<file path="src/rtl/dram_access_unit_pkg.sv">
// Shared types and constants for the data-memory access unit.
// Holds the FSM state encoding and the decoder's access-size and direction codes.
package dram_access_unit_pkg;

    typedef enum logic [2:0] {
        DauIdle,
        DauRead,
        DauWait,
        DauWrite,
        DauResp
    } dau_state_e;

    localparam logic [1:0] DRAM_EX_WORD = 2'b00;
    localparam logic [1:0] DRAM_EX_BYTE = 2'b01;
    localparam logic [1:0] DRAM_EX_HALF = 2'b10;

    localparam logic DRAM_WRITE = 1'b1;
    localparam logic DRAM_READ  = 1'b0;

endpackage

</file>
<file path="src/rtl/dram_access_unit_if.sv">
// Request/response handshake between the EX stage and the data-memory access unit.
// The master modport is the pipeline side; the slave modport is the unit.
interface dram_access_unit_if;
    logic        req_valid;
    logic        req_ready;
    logic        dram_we;
    logic [1:0]  ex_type;
    logic        ld_unsigned;
    logic [31:0] addr;
    logic [31:0] wdata;
    logic        rsp_valid;
    logic [31:0] rsp_rdata;
    logic        misalign;
    logic        stall;

    modport master (
        output req_valid, dram_we, ex_type, ld_unsigned, addr, wdata,
        input  req_ready, rsp_valid, rsp_rdata, misalign, stall
    );

    modport slave (
        input  req_valid, dram_we, ex_type, ld_unsigned, addr, wdata,
        output req_ready, rsp_valid, rsp_rdata, misalign, stall
    );
endinterface

</file>
<file path="src/rtl/dram_lane_unit.sv">
// Combinational lane logic: extracts and extends load lanes, merges sub-word store data,
// and flags misaligned halfword/word accesses.
module dram_lane_unit
    import dram_access_unit_pkg::*;
(
    input  logic [31:0] word,
    input  logic [1:0]  off,
    input  logic [1:0]  ex_type,
    input  logic        ld_unsigned,
    input  logic [31:0] wdata,
    output logic [31:0] load_val,
    output logic [31:0] merged,
    output logic        misaligned
);

    logic        is_word;
    logic        is_half;
    logic [7:0]  lane_b;
    logic [15:0] lane_h;

    // ex_type 2'b11 never comes from the decoder; it falls through to the byte path.
    assign is_word = (ex_type == DRAM_EX_WORD);
    assign is_half = (ex_type == DRAM_EX_HALF);

    always_comb begin
        lane_b   = word[{off, 3'b000} +: 8];
        lane_h   = off[1] ? word[31:16] : word[15:0];
        load_val = word;
        merged   = word;
        if (is_word) begin
            merged = wdata;
        end else if (is_half) begin
            load_val = {{16{lane_h[15] & ~ld_unsigned}}, lane_h};
            merged[{off[1], 4'b0000} +: 16] = wdata[15:0];
        end else begin
            load_val = {{24{lane_b[7] & ~ld_unsigned}}, lane_b};
            merged[{off, 3'b000} +: 8] = wdata[7:0];
        end
    end

    assign misaligned = (is_half & off[0]) | (is_word & (off != 2'b00));

endmodule

</file>
<file path="src/rtl/dram_access_unit.sv">
// Data-memory access unit: executes word, halfword and byte loads/stores against a
// 1-cycle-latency word RAM, using read-modify-write for sub-word stores.
module dram_access_unit
    import dram_access_unit_pkg::*;
#(
    parameter int unsigned ADDR_W = 10,
    parameter int unsigned DATA_W = 32
) (
    input  logic                clk,
    input  logic                rst,
    dram_access_unit_if.slave   bus,
    output logic                mem_en,
    output logic                mem_we,
    output logic [ADDR_W-1:0]   mem_addr,
    output logic [DATA_W-1:0]   mem_wdata,
    input  logic [DATA_W-1:0]   mem_rdata
);

    dau_state_e        state_q;
    logic [ADDR_W+1:0] addr_q;
    logic [31:0]       wdata_q;
    logic [1:0]        ex_q;
    logic              we_q;
    logic              uns_q;
    logic [31:0]       rdata_q;
    logic [31:0]       merged_q;
    logic              mis_q;

    logic              idle;
    logic              accept;
    logic [1:0]        lane_off;
    logic [1:0]        lane_ex;
    logic [31:0]       lane_load;
    logic [31:0]       lane_merged;
    logic              lane_mis;

    assign idle   = (state_q == DauIdle);
    assign accept = idle & bus.req_valid;

    // In IDLE the lane unit sees the incoming request to judge alignment;
    // afterwards it works on the latched request and the returned RAM word.
    assign lane_off = idle ? bus.addr[1:0] : addr_q[1:0];
    assign lane_ex  = idle ? bus.ex_type   : ex_q;

    dram_lane_unit u_lane (
        .word        (mem_rdata),
        .off         (lane_off),
        .ex_type     (lane_ex),
        .ld_unsigned (uns_q),
        .wdata       (wdata_q),
        .load_val    (lane_load),
        .merged      (lane_merged),
        .misaligned  (lane_mis)
    );

    always_ff @(posedge clk) begin
        if (rst) begin
            state_q  <= DauIdle;
            addr_q   <= '0;
            wdata_q  <= '0;
            ex_q     <= '0;
            we_q     <= 1'b0;
            uns_q    <= 1'b0;
            rdata_q  <= '0;
            merged_q <= '0;
            mis_q    <= 1'b0;
        end else begin
            unique case (state_q)
                DauIdle: begin
                    if (accept) begin
                        addr_q  <= bus.addr[ADDR_W+1:0];
                        wdata_q <= bus.wdata;
                        ex_q    <= bus.ex_type;
                        we_q    <= bus.dram_we;
                        uns_q   <= bus.ld_unsigned;
                        mis_q   <= lane_mis;
                        if (lane_mis) begin
                            state_q <= DauResp;
                        end else if ((bus.dram_we == DRAM_WRITE) &&
                                     (bus.ex_type == DRAM_EX_WORD)) begin
                            state_q <= DauWrite;
                        end else begin
                            state_q <= DauRead;
                        end
                    end
                end
                DauRead: state_q <= DauWait;
                DauWait: begin
                    if (we_q == DRAM_WRITE) begin
                        merged_q <= lane_merged;
                        state_q  <= DauWrite;
                    end else begin
                        rdata_q  <= lane_load;
                        state_q  <= DauResp;
                    end
                end
                DauWrite: state_q <= DauResp;
                DauResp:  state_q <= DauIdle;
                default:  state_q <= DauIdle;
            endcase
        end
    end

    assign bus.req_ready = idle;
    assign bus.stall     = ~idle;
    assign bus.rsp_valid = (state_q == DauResp);
    assign bus.rsp_rdata = rdata_q;
    assign bus.misalign  = (state_q == DauResp) & mis_q;

    assign mem_en    = ~rst & ((state_q == DauRead) | (state_q == DauWrite));
    assign mem_we    = ~rst & (state_q == DauWrite);
    assign mem_addr  = addr_q[ADDR_W+1:2];
    assign mem_wdata = (ex_q == DRAM_EX_WORD) ? wdata_q : merged_q;

endmodule

</file>
<file path="src/flat_wrapper.sv">
// flat-port wrapper written by rule: the top's interface ports become plain ports
module dram_access_unit_flat import dram_access_unit_pkg::*;
#(
    parameter int unsigned ADDR_W = 10,
    parameter int unsigned DATA_W = 32
)
  (clk, rst, mem_en, mem_we, mem_addr, mem_wdata, mem_rdata, bus_req_valid, bus_dram_we, bus_ex_type, bus_ld_unsigned, bus_addr, bus_wdata, bus_req_ready, bus_rsp_valid, bus_rsp_rdata, bus_misalign, bus_stall);
  dram_access_unit_if bus_i ();
  input  logic clk;
  input  logic rst;
  output logic mem_en;
  output logic mem_we;
  output logic [ADDR_W-1:0] mem_addr;
  output logic [DATA_W-1:0] mem_wdata;
  input  logic [DATA_W-1:0] mem_rdata;
  input wire logic [$bits(bus_i.req_valid)-1:0] bus_req_valid;
  input wire logic [$bits(bus_i.dram_we)-1:0] bus_dram_we;
  input wire logic [$bits(bus_i.ex_type)-1:0] bus_ex_type;
  input wire logic [$bits(bus_i.ld_unsigned)-1:0] bus_ld_unsigned;
  input wire logic [$bits(bus_i.addr)-1:0] bus_addr;
  input wire logic [$bits(bus_i.wdata)-1:0] bus_wdata;
  output wire logic [$bits(bus_i.req_ready)-1:0] bus_req_ready;
  output wire logic [$bits(bus_i.rsp_valid)-1:0] bus_rsp_valid;
  output wire logic [$bits(bus_i.rsp_rdata)-1:0] bus_rsp_rdata;
  output wire logic [$bits(bus_i.misalign)-1:0] bus_misalign;
  output wire logic [$bits(bus_i.stall)-1:0] bus_stall;
  assign bus_i.req_valid = bus_req_valid;
  assign bus_i.dram_we = bus_dram_we;
  assign bus_i.ex_type = bus_ex_type;
  assign bus_i.ld_unsigned = bus_ld_unsigned;
  assign bus_i.addr = bus_addr;
  assign bus_i.wdata = bus_wdata;
  assign bus_req_ready = bus_i.req_ready;
  assign bus_rsp_valid = bus_i.rsp_valid;
  assign bus_rsp_rdata = bus_i.rsp_rdata;
  assign bus_misalign = bus_i.misalign;
  assign bus_stall = bus_i.stall;
  dram_access_unit #(.ADDR_W(ADDR_W), .DATA_W(DATA_W)) u_core (.clk(clk), .rst(rst), .bus(bus_i), .mem_en(mem_en), .mem_we(mem_we), .mem_addr(mem_addr), .mem_wdata(mem_wdata), .mem_rdata(mem_rdata));
endmodule
</file>
<file path="config.mk">
export PLATFORM = sky130hd
export DESIGN_NAME = dram_access_unit_flat
export DESIGN_NICKNAME = d
export VERILOG_FILES = /design/src/rtl/dram_access_unit_pkg.sv /design/src/rtl/dram_access_unit_if.sv /design/src/rtl/dram_lane_unit.sv /design/src/rtl/dram_access_unit.sv /design/src/flat_wrapper.sv
export SDC_FILE = /design/constraint.sdc
export NUM_CORES = 1
export LEC_CHECK = 0
export CAP_MARGIN = 10
export CORE_ASPECT_RATIO = 2
export CORE_UTILIZATION = 47
export DETAILED_ROUTE_END_ITERATION = 7
export GPL_TIMING_DRIVEN = 0
export HOLD_SLACK_MARGIN = 0.06
export PLACE_DENSITY = 0.85
export RECOVER_POWER = 100
export SYNTH_ARGS = -nofsm -noshare
export SYNTH_HDL_FRONTEND = slang
export SYNTH_SLANG_ARGS = --single-unit
</file>
<file path="constraint.sdc">
create_clock -name clk -period 3.5 [get_ports clk]
set_input_delay 0.525 -clock clk [delete_from_list [all_inputs] [get_ports clk]]
set_output_delay 0.525 -clock clk [all_outputs]
set_load 0.02 [all_outputs]
</file>
==> results.rst <==
.. list-table::
   :header-rows: 1

   * - Metric
     - Value
   * - Result of the run
     - completed
   * - Number of top-level pins
     - about 180
   * - Adder-cell share of the synthesized area
     - less than 1%
   * - Via density per instance
     - about 6.2
   * - Synth Area in Compound Gates
     - roughly 25%
   * - Worst-Margin Slew
     - ~1300 ps
   * - Simple-gate share of the synthesized area
     - between 10% and 20%
   * - Number of synthesized register bits
     - 116
   * - CTS tree
     - done
   * - Setup-violating endpoint count in the final report
     - 0
   * - Normalized max-slew margin
     - a little under an eighth
   * - Fmax achieved
     - about 300 MHz
   * - Number of antenna-violating nets in the routed design
     - 0
   * - Via count of the first global-routing pass
     - between 6000 and 7000
   * - Post-Synthesis Net Count
     - just over 800
   * - Initial standard-cell utilization of the core
     - 48.6%
   * - Number of buffers created by CTS
     - 17
   * - Hold crit path type
     - reg -> reg
   * - Synth Warn #
     - 0
   * - Routed length per placed instance
     - roughly 22 um
   * - Core Footprint
     - about 12000 sq um
   * - Synthesized netlist cell count
     - approximately 720
   * - Maximum clock insertion buffer count
     - 2
   * - Main combinational cell family by area after synthesis
     - compound AO/OA/AOI/OAI gates
   * - Number of filler cells placed in the layout
     - a little over 1000
   * - Max-cap violation count
     - 0
   * - Total Routing Usage GR
     - between 30% and 40%
   * - Setup TNS
     - 0 ps
   * - Highest fanout seen on the critical path
     - 10
   * - Unrepaired setup endpoints after global routing
     - no
   * - Main flop type after synthesis
     - sky130_fd_sc_hd__dfxtp_1
   * - Required time at the endpoint of the critical path
     - 2970 ps
   * - Most frequent cells in the layout
     - 155 x sky130_fd_sc_hd__nand2_1, 116 x sky130_fd_sc_hd__dfxtp_1, 91 x sky130_fd_sc_hd__a21oi_1, 90 x sky130_fd_sc_hd__clkdlybuf4s50_1, 69 x sky130_fd_sc_hd__dlygate4sd3_1
   * - Syn Std Cell Area
     - slightly below 6000 sq um
   * - Number of search-and-repair iterations in the first detailed-routing pass
     - 7
   * - Startpoint Class
     - flip-flop
   * - Post-route DRC violation count
     - 0
   * - Clk root buf
     - sky130_fd_sc_hd__clkbuf_16
   * - Die boundary height
     - around 160 um
   * - Area of the multi-input gates
     - between 3000 and 4000 sq um
   * - Peak supply drop
     - 0.000461 V
   * - Total length of routed wires
     - 22700 um
   * - Port Buffers
     - 159
   * - Overflow left after global routing
     - 0
   * - CTS sink count
     - 116
   * - Post-synth EDFFs
     - 0
   * - Most frequent standard cell in the layout excluding fill and tap cells
     - sky130_fd_sc_hd__nand2_1
   * - Initial antenna violation count
     - 0
   * - Arrival time at the worst endpoint
     - between 2000 and 3000 ps
   * - Total power consumption of the routed design
     - ~4.6 mW
   * - Placer's final routability congestion estimate
     - slightly below 1
   * - Net count, final
     - about 1000
   * - Iter 0 DRT Violations
     - 635
   * - Proportion of synthesized area in mux cells
     - approximately an eighth
   * - Reg clk slew, reported paths
     - 60 ps
   * - Source-to-sink clock delay at the later pin of the worst-skew pair
     - around 420 ps
   * - Maximum number of pins on one net before global-route repair
     - 17
   * - Die area
     - 13200 sq um
   * - Seq/Total Area, Yosys
     - between 30% and 40%
   * - Sequential Area
     - 2320 sq um
   * - Post-Synth XOR/XNOR Area
     - 0%
   * - Count of final hold-check violations
     - 0
   * - Antenna Cells
     - 0
   * - Number of levels the H-tree was split into
     - 4
   * - Number of vias after detailed routing
     - between 6000 and 7000
   * - Critical path endpoint category
     - output port
   * - Post-synthesis async set-or-reset flop share
     - 0%
   * - Time the worst path needs with I/O delays and setup
     - around 3300 ps
   * - Post-CTS Setup Repair Bufs
     - 0
   * - Total power divided by cell area
     - 557 nW/um^2
   * - First-pass GRT wire length
     - between 30000 and 40000 um
   * - Slew Limit Fails
     - 0
   * - Count of distinct cell types in the synthesized netlist
     - 55
   * - # rows
     - 57
   * - Critical path start-end classification
     - reg -> out
   * - Layout overhead on the synthesized area
     - 39.3%
   * - Final clock skew
     - 6.22 ps
   * - Per-instance average area after synthesis
     - slightly above 8 sq um
   * - Period utilisation layout
     - between 90% and 100%
   * - Fraction of layout instances using a drive strength above 1
     - approximately 13%
   * - Die Span X
     - 81.6 um
   * - Placed wire-length estimate
     - about 17000 um
   * - Leakage power of the design
     - between 3 and 4 nW
routing by layer:
layer | GRT usage [%] | part of all wire, % | wire, um | vias up
li1 | - | - | - | 2958
met1 | 37.5 | 34 | 7690 | 3034
met2 | 60.3 | 50 | 11400 | 396
met3 | 8.98 | 7.6 | 1720 | 140
met4 | 29.0 | 8.7 | 1980 | 0
met5 | 0 | 0 | 0 | -
worst max-delay path, stage by stage, from the launching register on:
cell                            delay [ps]
sky130_fd_sc_hd__dfxtp_1               300
sky130_fd_sc_hd__clkbuf_1              220
sky130_fd_sc_hd__nor2_2                390
sky130_fd_sc_hd__clkbuf_2              400
sky130_fd_sc_hd__mux2_2                420
sky130_fd_sc_hd__dlygate4sd3_1         660
sequential cells by signal, indices dropped and copies added, names as in the netlist:
name                  flops
u_core.uns_q              1
u_core.state_q            3
u_core.mis_q              1
u_core.bus.rsp_rdata     32
u_core.ex_q               2
u_core.we_q               1
u_core.wdata_q           32
u_core.merged_q          32
u_core.addr_q            12
final timing paths:
| path | end | slack [ps] | from | cells past startpoint |
|---|---|---|---|---|
| min reg2reg | u_core.addr_q[8]$_SDFFE_PP0P_ | 450 | u_core.addr_q[8]$_SDFFE_PP0P_ | 2 |
| max reg2reg | u_core.bus.rsp_rdata[22]$_SDFFE_PP0P_ | 240 | u_core.state_q[0]$_SDFFE_PP0P_ | 8 |
| max | mem_wdata[20] | 160 | u_core.ex_q[0]$_SDFFE_PP0P_ | 5 |
| min | u_core.addr_q[8]$_SDFFE_PP0P_ | 450 | u_core.addr_q[8]$_SDFFE_PP0P_ | 2 |
report_power, final:
group	total, mW	switching, mW	internal (mW)
sequential	1.52	0.103	1.42
clock	1.78	0.711	1.07
combinational	1.32	0.792	0.530
total	4.62	1.61	3.02
repair_timing:
action / CTS / global route
pin swaps: 0 / 0
gates cloned: 0 / 0
hold buffers: 0 / 0
gates resized for setup: 2 / 1
setup endpoints to repair: 10 / 10
per-stage QoR:
stage | setup WS (ps) | hold slack (ps) | area (sq um) | instances | util (%)
finish | 158 | 453 | 8300 | 1057 | 67.7
global placement | 121 | 443 | 7730 | 1025 | 63.1
floorplan | 711 | 436 | 5960 | 719 | -
detailed placement | 81.9 | 448 | 7740 | 1025 | 63.1
CTS | 30.1 | 456 | 8340 | 1057 | 68.0
global route | 46.7 | 474 | 8300 | 1057 | 67.7
cell families (layout without fill, tap and decap cells):
logic type	after synthesis	count (layout)
simple gates	234	234
flops	116	116
buf+inv	75	266
compound gates	222	222
fa+ha+maj	3	3
mux	69	69
cell type report:
type	instances	area share [%]
plain buffers	68	3.80
clock buffers	17	5.13
clock inverters	15	2.05
inverters	7	0.347
multi-input cells	528	39.3
flip-flops and latches	116	28.0
well taps	147	2.22
repair buffers	159	19.2
Yosys cell counts (all sizes together) (2+ instances only):
cell / number / area (sq um)
inv: 7 / 28.8
o31ai: 2 / 15.0
o211ai: 2 / 15.0
a221oi: 36 / 365
o21ai: 42 / 210
nor2b: 2 / 12.5
clkbuf: 44 / 166
buf: 24 / 151
a21oi: 91 / 455
mux2i: 16 / 160
nor2: 40 / 150
nor4: 4 / 25.0
a31o: 2 / 17.5
nor3: 5 / 25.0
or4b: 2 / 20.0
a21o: 8 / 60.1
or3: 4 / 25.0
o32ai: 6 / 52.6
mux2: 51 / 582
a211oi: 14 / 105
nand2: 155 / 582
nor4b: 2 / 17.5
and2: 8 / 50.1
o22ai: 2 / 18.8
nand3: 3 / 15.0
dfxtp: 116 / 2320
nand4: 4 / 25.0
mux4: 2 / 45.0
nor3b: 3 / 33.8
o221ai: 7 / 61.3
ha: 3 / 37.5
Note: power is estimated with default switching activity, not from simulation.
